==> src/rtl/dmem_access_ctrl_pkg.sv <==
// Shared types and defaults for the data-memory access controller and its
// timeout counter.
package dmem_access_ctrl_pkg;

   localparam int TIMEOUT_DEF = 15;
   localparam int AW_DEF      = 16;

   typedef enum logic [2:0] {
      ST_IDLE,
      ST_REQ,
      ST_WAIT,
      ST_DONE,
      ST_HALT
   } state_e;

   typedef enum logic {
      OP_RD = 1'b0,
      OP_WR = 1'b1
   } op_e;

   function automatic op_e decode_op(input logic is_write);
      return is_write ? OP_WR : OP_RD;
   endfunction

endpackage

==> src/rtl/dmem_access_ctrl_if.sv <==
// Memory-side bus between the access controller (master) and the data memory
// (slave): request strobe, address/data, busy/done handshake and dump strobe.
interface dmem_access_ctrl_if
   import dmem_access_ctrl_pkg::*;
#(
   parameter int AW = AW_DEF
) ();

   logic          mem_en;
   logic          mem_wr;
   logic [AW-1:0] mem_addr;
   logic [AW-1:0] mem_wdata;
   logic          mem_busy;
   logic          mem_done;
   logic [AW-1:0] mem_rdata;
   logic          mem_dump;

   modport master (
      output mem_en,
      output mem_wr,
      output mem_addr,
      output mem_wdata,
      output mem_dump,
      input  mem_busy,
      input  mem_done,
      input  mem_rdata
   );

   modport slave (
      input  mem_en,
      input  mem_wr,
      input  mem_addr,
      input  mem_wdata,
      input  mem_dump,
      output mem_busy,
      output mem_done,
      output mem_rdata
   );

endinterface

==> src/rtl/dmem_timeout_cnt.sv <==
// Saturating wait-cycle counter; tc flags that TIMEOUT cycles have elapsed
// since the last clear.
module dmem_timeout_cnt
   import dmem_access_ctrl_pkg::*;
#(
   parameter int TIMEOUT = TIMEOUT_DEF
) (
   input  logic clk,
   input  logic rst_n,
   input  logic clr,
   input  logic en,
   output logic tc
);

   localparam int            CW   = (TIMEOUT < 1) ? 1 : $clog2(TIMEOUT + 1);
   localparam logic [CW-1:0] TMAX = CW'(TIMEOUT);

   logic [CW-1:0] count;

   // Holds at TMAX instead of wrapping so a stuck memory keeps tc asserted.
   always_ff @(posedge clk) begin
      if (!rst_n) begin
         count <= '0;
      end else if (clr) begin
         count <= '0;
      end else if (en && (count != TMAX)) begin
         count <= count + CW'(1);
      end
   end

   assign tc = (count == TMAX);

endmodule

==> src/rtl/dmem_access_ctrl.sv <==
// Data-memory access controller: turns decoded LD/ST/HALT requests into a
// single-outstanding memory transaction, stalling the pipeline meanwhile.
module dmem_access_ctrl
   import dmem_access_ctrl_pkg::*;
#(
   parameter int TIMEOUT = TIMEOUT_DEF,
   parameter int AW      = AW_DEF
) (
   input  logic                clk,
   input  logic                rst_n,
   input  logic                memread,
   input  logic                memwrt,
   input  logic                dmp,
   input  logic [AW-1:0]       addr,
   input  logic [AW-1:0]       wdata,
   dmem_access_ctrl_if.master  bus,
   output logic                stall,
   output logic [AW-1:0]       rdata,
   output logic                rdata_valid,
   output logic                err,
   output logic                halted
);

   state_e        state_q;
   state_e        state_d;
   op_e           op_q;
   logic [AW-1:0] addr_q;
   logic [AW-1:0] wdata_q;
   logic [AW-1:0] rdata_q;
   logic          dump_pend;
   logic          err_q;
   logic          dump_q;

   logic          req_ok;
   logic          req_bad;
   logic          dump_req;
   logic          mem_en_c;
   logic          rd_capture;
   logic          timeout;
   logic          reject;
   logic          cnt_clr;
   logic          cnt_en;
   logic          cnt_tc;

   // Exactly one of read/write and a halfword-aligned address is acceptable.
   assign req_ok   = (memread ^ memwrt) & ~addr[0];
   assign req_bad  = (memread & memwrt) | ((memread ^ memwrt) & addr[0]);
   assign dump_req = dump_pend | dmp;

   dmem_timeout_cnt #(
      .TIMEOUT (TIMEOUT)
   ) u_timeout_cnt (
      .clk   (clk),
      .rst_n (rst_n),
      .clr   (cnt_clr),
      .en    (cnt_en),
      .tc    (cnt_tc)
   );

   // Next-state and combinational outputs; an access that finishes or aborts
   // while a dump is pending lands in HALT rather than IDLE.
   always_comb begin
      state_d     = state_q;
      stall       = 1'b0;
      mem_en_c    = 1'b0;
      rd_capture  = 1'b0;
      timeout     = 1'b0;
      reject      = 1'b0;
      rdata_valid = 1'b0;
      cnt_clr     = 1'b0;
      cnt_en      = 1'b0;

      case (state_q)
         ST_IDLE: begin
            reject = req_bad;
            if (req_ok) begin
               stall   = 1'b1;
               state_d = ST_REQ;
            end else if (dmp) begin
               state_d = ST_HALT;
            end
         end

         ST_REQ: begin
            stall    = 1'b1;
            mem_en_c = 1'b1;
            if (!bus.mem_busy) begin
               cnt_clr = 1'b1;
               state_d = ST_WAIT;
            end
         end

         ST_WAIT: begin
            stall = 1'b1;
            if (bus.mem_done) begin
               rd_capture = (op_q == OP_RD);
               state_d    = ST_DONE;
            end else if (cnt_tc) begin
               timeout = 1'b1;
               state_d = dump_req ? ST_HALT : ST_IDLE;
            end else begin
               cnt_en = 1'b1;
            end
         end

         ST_DONE: begin
            rdata_valid = (op_q == OP_RD);
            state_d     = dump_req ? ST_HALT : ST_IDLE;
         end

         ST_HALT: begin
            state_d = ST_HALT;
         end

         default: begin
            state_d = ST_IDLE;
         end
      endcase
   end

   // State register plus the latched request, load result and one-cycle
   // strobes (rejection error and memory dump on entry to HALT).
   always_ff @(posedge clk) begin
      if (!rst_n) begin
         state_q   <= ST_IDLE;
         op_q      <= OP_RD;
         addr_q    <= '0;
         wdata_q   <= '0;
         rdata_q   <= '0;
         dump_pend <= 1'b0;
         err_q     <= 1'b0;
         dump_q    <= 1'b0;
      end else begin
         state_q <= state_d;
         err_q   <= reject;
         dump_q  <= (state_d == ST_HALT) && (state_q != ST_HALT);

         if ((state_q == ST_IDLE) && req_ok) begin
            addr_q  <= addr;
            wdata_q <= wdata;
            op_q    <= decode_op(memwrt);
         end

         if (rd_capture) begin
            rdata_q <= bus.mem_rdata;
         end

         if (dmp && (((state_q == ST_IDLE) && req_ok) ||
                     (state_q == ST_REQ) || (state_q == ST_WAIT))) begin
            dump_pend <= 1'b1;
         end else if (state_d == ST_IDLE) begin
            dump_pend <= 1'b0;
         end
      end
   end

   assign bus.mem_en    = mem_en_c;
   assign bus.mem_wr    = mem_en_c & (op_q == OP_WR);
   assign bus.mem_addr  = addr_q;
   assign bus.mem_wdata = wdata_q;
   assign bus.mem_dump  = dump_q;

   assign rdata  = rdata_q;
   assign err    = err_q | timeout;
   assign halted = (state_q == ST_HALT);

endmodule

==> src/flat_wrapper.sv <==
// flat-port wrapper written by rule: the top's interface ports become plain ports
module dmem_access_ctrl_flat import dmem_access_ctrl_pkg::*;
#(
   parameter int TIMEOUT = TIMEOUT_DEF,
   parameter int AW      = AW_DEF
)
  (clk, rst_n, memread, memwrt, dmp, addr, wdata, stall, rdata, rdata_valid, err, halted, bus_mem_en, bus_mem_wr, bus_mem_addr, bus_mem_wdata, bus_mem_dump, bus_mem_busy, bus_mem_done, bus_mem_rdata);
  dmem_access_ctrl_if #(.AW(AW)) bus_i ();
  input  logic clk;
  input  logic rst_n;
  input  logic memread;
  input  logic memwrt;
  input  logic dmp;
  input  logic [AW-1:0] addr;
  input  logic [AW-1:0] wdata;
  output logic stall;
  output logic [AW-1:0] rdata;
  output logic rdata_valid;
  output logic err;
  output logic halted;
  output wire logic [$bits(bus_i.mem_en)-1:0] bus_mem_en;
  output wire logic [$bits(bus_i.mem_wr)-1:0] bus_mem_wr;
  output wire logic [$bits(bus_i.mem_addr)-1:0] bus_mem_addr;
  output wire logic [$bits(bus_i.mem_wdata)-1:0] bus_mem_wdata;
  output wire logic [$bits(bus_i.mem_dump)-1:0] bus_mem_dump;
  input wire logic [$bits(bus_i.mem_busy)-1:0] bus_mem_busy;
  input wire logic [$bits(bus_i.mem_done)-1:0] bus_mem_done;
  input wire logic [$bits(bus_i.mem_rdata)-1:0] bus_mem_rdata;
  assign bus_mem_en = bus_i.mem_en;
  assign bus_mem_wr = bus_i.mem_wr;
  assign bus_mem_addr = bus_i.mem_addr;
  assign bus_mem_wdata = bus_i.mem_wdata;
  assign bus_mem_dump = bus_i.mem_dump;
  assign bus_i.mem_busy = bus_mem_busy;
  assign bus_i.mem_done = bus_mem_done;
  assign bus_i.mem_rdata = bus_mem_rdata;
  dmem_access_ctrl #(.TIMEOUT(TIMEOUT), .AW(AW)) u_core (.clk(clk), .rst_n(rst_n), .memread(memread), .memwrt(memwrt), .dmp(dmp), .addr(addr), .wdata(wdata), .bus(bus_i), .stall(stall), .rdata(rdata), .rdata_valid(rdata_valid), .err(err), .halted(halted));
endmodule
==> config.mk <==
export PLATFORM = sky130hd
export DESIGN_NAME = dmem_access_ctrl_flat
export DESIGN_NICKNAME = d
export VERILOG_FILES = /design/src/rtl/dmem_access_ctrl_pkg.sv /design/src/rtl/dmem_access_ctrl_if.sv /design/src/rtl/dmem_timeout_cnt.sv /design/src/rtl/dmem_access_ctrl.sv /design/src/flat_wrapper.sv
export SDC_FILE = /design/constraint.sdc
export NUM_CORES = 1
export LEC_CHECK = 0
export BUFFER_PORTS_ARGS = -buffer_cell sky130_fd_sc_hd__buf_2
export CORE_MARGIN = 1.5
export CORE_UTILIZATION = 35
export DETAILED_ROUTE_END_ITERATION = 8
export PLACE_DENSITY = 0.75
export SLEW_MARGIN = 10
export SYNTH_ARGS = -nofsm -noshare
export SYNTH_HDL_FRONTEND = slang
export SYNTH_SLANG_ARGS = --single-unit
export TNS_END_PERCENT = 20
==> constraint.sdc <==
create_clock -name clk -period 1.6 [get_ports clk]
set_input_delay 0.16 -clock clk [delete_from_list [all_inputs] [get_ports clk]]
set_output_delay 0.16 -clock clk [all_outputs]
set_load 0.02 [all_outputs]
==> flow_summary_export.csv <==
group,metric,value,unit
power,power_density,1040,nW/um^2
clock_network,htreeDepth,3,
grt,grt_max_degree,29,
finish,fin_cells,456,
critical_path,cp-start-kind,"flop",
floorplanning,die_h,86.4,microns
routing,avgViaCountPerCell,4.67,
sta,setup_slack,45.0,ps
sta,max_slew_margin,0.627,
power,p_sw_frac,0.250,
sta,max_freq,643,MHz
yosys,yosysMostFrequentCell,"nand2_1",
sta,period_minus_slack,1560,ps
yosys,ys_warn_count,0,
sta,setup_viol,0,
floorplanning,row_count,30,
clock_network,clock_sinks,59,
placement,port-buffer-count,109,
clock_network,cts_max_path_buffers,2,
critical_path,critPathArrivalTime,1400,ps
run_status,status,"completed",
routing,drc_errors,0,
floorplanning,core,6760,sq um
yosys,synth_top_cell_area_share,0.486,
floorplanning,die_area,7460,sq um
grt,gr-total-overflow,0,
yosys,synth-seq-area-share,0.486,
grt,antenna_found_initial,0,
power,seqPwrFrac,0.455,
clock_network,cts_buffers,9,
yosys,synth_common_cells,"nand2_1 (67), dfxtp_1 (59), a21boi_0 (27)",
power,irDropWorstVdd,0.000731,V
yosys,synth-edff-count,0,
power,internal_power,2.59,mW
job,drv_cap,0,
grt,grt_util_all_layers,0.148,
critical_path,crit_type,"reg2out",
routing,routed_wirelength,5370,microns
routing,postRouteAntennaNets,0,
routing,firstDrtPassIters,4,
power,power_frac_comb,0.151,
clock_network,cts_root_buf,"clkbuf_8",
power,switchingPower,0.863,mW
grt,grt_pass1_vias,2005,
yosys,ys_ff_latch,59,
sta,worst_pin_slew,555,ps
sta,finalClockSkew,4.40,ps
yosys,syn_area,2430,sq um
floorplanning,ios,110,
finish,syn_to_final_growth,36.3,%
yosys,syn_area_per_cell,9.39,sq um
clock_network,clk_latency,320,ps
power,p_clk_frac,0.394,
finish,seq_area,1190,sq um
finish,multi_input_area,1170,sq um
routing,num_vias,2129,
grt,grt_pass1_wl,8680,microns
sta,hold_viol_final,0,
yosys,synthCells,259,
worst_hold_path,hp-class,"in2reg",
placement,placedCellCount,442,
critical_path,path_max_fanout,4,
critical_path,worstPathRequired,1440,ps
sta,rsz0062_at_grt,"true",
routing,wl_per_cell,11.8,microns
finish,drive_above_1_share,0.388,
finish,nets,430,
placement,globalplace.congestion,0.779,
finish,antennaDiodeCount,0,
clock_network,postCtsSetupBuffers,0,
sta,fin_crit_sh,0.972,
power,leakage,1.64,nW
critical_path,end_kind,"primary output",
clock_network,cts_tree,"done",
sta,slew_violations,0,
yosys,async_flop_share,0,
yosys,netlist.top_cell.by_area,"dfxtp_1",
finish,num-fill-cells,650,
yosys,yosysUniqueCellTypes,34,
yosys,synth_area_leaders,"dfxtp_1 (49%), nand2_1 (10%), a21boi_0 (8.3%)",
clock_network,clkTransAtPathRegs,60,ps
yosys,syn_nets,316,
placement,preCtsSetupSlack,-80.4,ps
floorplanning,start_util,0.360,
placement,dpl.hpwl,3910,microns
routing,first_iter_violations,62,
yosys,synth_flop_cell,"dfxtp_1",
floorplanning,die_x,86.4,microns
## cells in the final DEF (no fill, tap or decap), types with 2 or more instances in the layout
master | netlist | routed
o31ai_1 | 2 | 2
a21boi_0 | 27 | 27
a21boi_1 | 5 | 5
nand2b_4 | 1 | 2
nand3_1 | 3 | 3
xor2_1 | 2 | 2
a21oi_1 | 7 | 6
dfxtp_1 | 59 | 57
buf_2 | 7 | 107
nand2_1 | 67 | 67
and2_1 | 4 | 4
buf_4 | 1 | 12
nand3b_1 | 3 | 3
nor2b_1 | 17 | 16
mux2i_1 | 16 | 16
and3b_1 | 2 | 2
nor2_1 | 4 | 3
and3_1 | 3 | 3
a21o_1 | 3 | 3
clkbuf_8 | 0 | 12
## flip-flops by register name (all words and copies together), names as in the netlist
signal                      count
u_core.bus.mem_wdata           16
u_core.state_q                  3
u_core.bus.mem_dump             1
u_core.op_q                     1
u_core.dump_pend                1
u_core.bus.mem_addr            16
u_core.err_q                    1
u_core.rdata                   16
u_core.u_timeout_cnt.count      4
## metal layers
metal | global-route usage | share of wire | vias up | routed length [microns]
li1 | - | - | 1093 | -
met1 | 0.172 | 0.44 | 948 | 2370
met2 | 0.242 | 0.46 | 84 | 2470
met3 | 0.0686 | 0.089 | 4 | 476
met4 | 0.0469 | 0.0082 | 0 | 44
met5 | 0 | 0 | - | 0
## area by class of cell
type | instances | area share
clock buffer | 12 | 0.0498
clock inverter | 2 | 0.0106
multi-input combinational | 182 | 0.353
sequential | 59 | 0.358
tap | 80 | 0.0302
timing repair buffer | 121 | 0.198
## stage by stage
stage	TNS, ps	util	hold slack, ps	total power [mW]	area (sq um)
after floorplan	0	-	295	1.92	2430
after global placement	-635	0.454	403	2.11	3070
after detailed placement	-1240	0.454	407	2.12	3070
after CTS	-1.21	0.487	51.6	3.51	3290
after global routing	-70.5	0.491	61.5	3.64	3310
final	0	0.491	71.8	3.45	3310
## power by group through the flow
stage / combinational, mW / clock [mW] / sequential (mW)
floorplan: 0.246 / 0 / 1.67
global placement: 0.505 / 0 / 1.60
detailed placement: 0.514 / 0 / 1.60
CTS: 0.519 / 1.41 / 1.57
global route: 0.576 / 1.48 / 1.58
finish: 0.523 / 1.36 / 1.57
## critical path, cell delays in order (launching register included)
cell,delay [ps]
dfxtp_4,360
ha_4,170
and4b_2,240
a21o_1,180
buf_6,130
## repair_timing
item                                    4_1_cts  5_1_grt
hold buffers                                  0        0
pin swaps                                     0        2
cloned                                        0        0
endpoints found under the setup margin        2        5
gates resized for setup                       7        6
## kinds of logic after synthesis
kind of cell / count (synthesis) / synth area share
and+or+nand+nor: 114 / 0.244
DFF: 59 / 0.486
AOI/OAI and AO/OA: 48 / 0.142
buffers and inverters: 18 / 0.0453
muxes: 16 / 0.0658
xor gates and xnor gates: 2 / 0.00720
adders and majority gates: 2 / 0.0103
## final timing paths
check                             to  cells past startpoint                          start  slack [ps]
min           u_core.bus.mem_addr[9]                      3                        addr[9]          70
max                              err                      4  u_core.u_timeout_cnt.count[0]          40
min reg2reg  u_core.bus.mem_wdata[5]                      2        u_core.bus.mem_wdata[5]         450
max reg2reg  u_core.bus.mem_wdata[2]                      4              u_core.state_q[2]         160
Power figures use the tool's default switching activity.
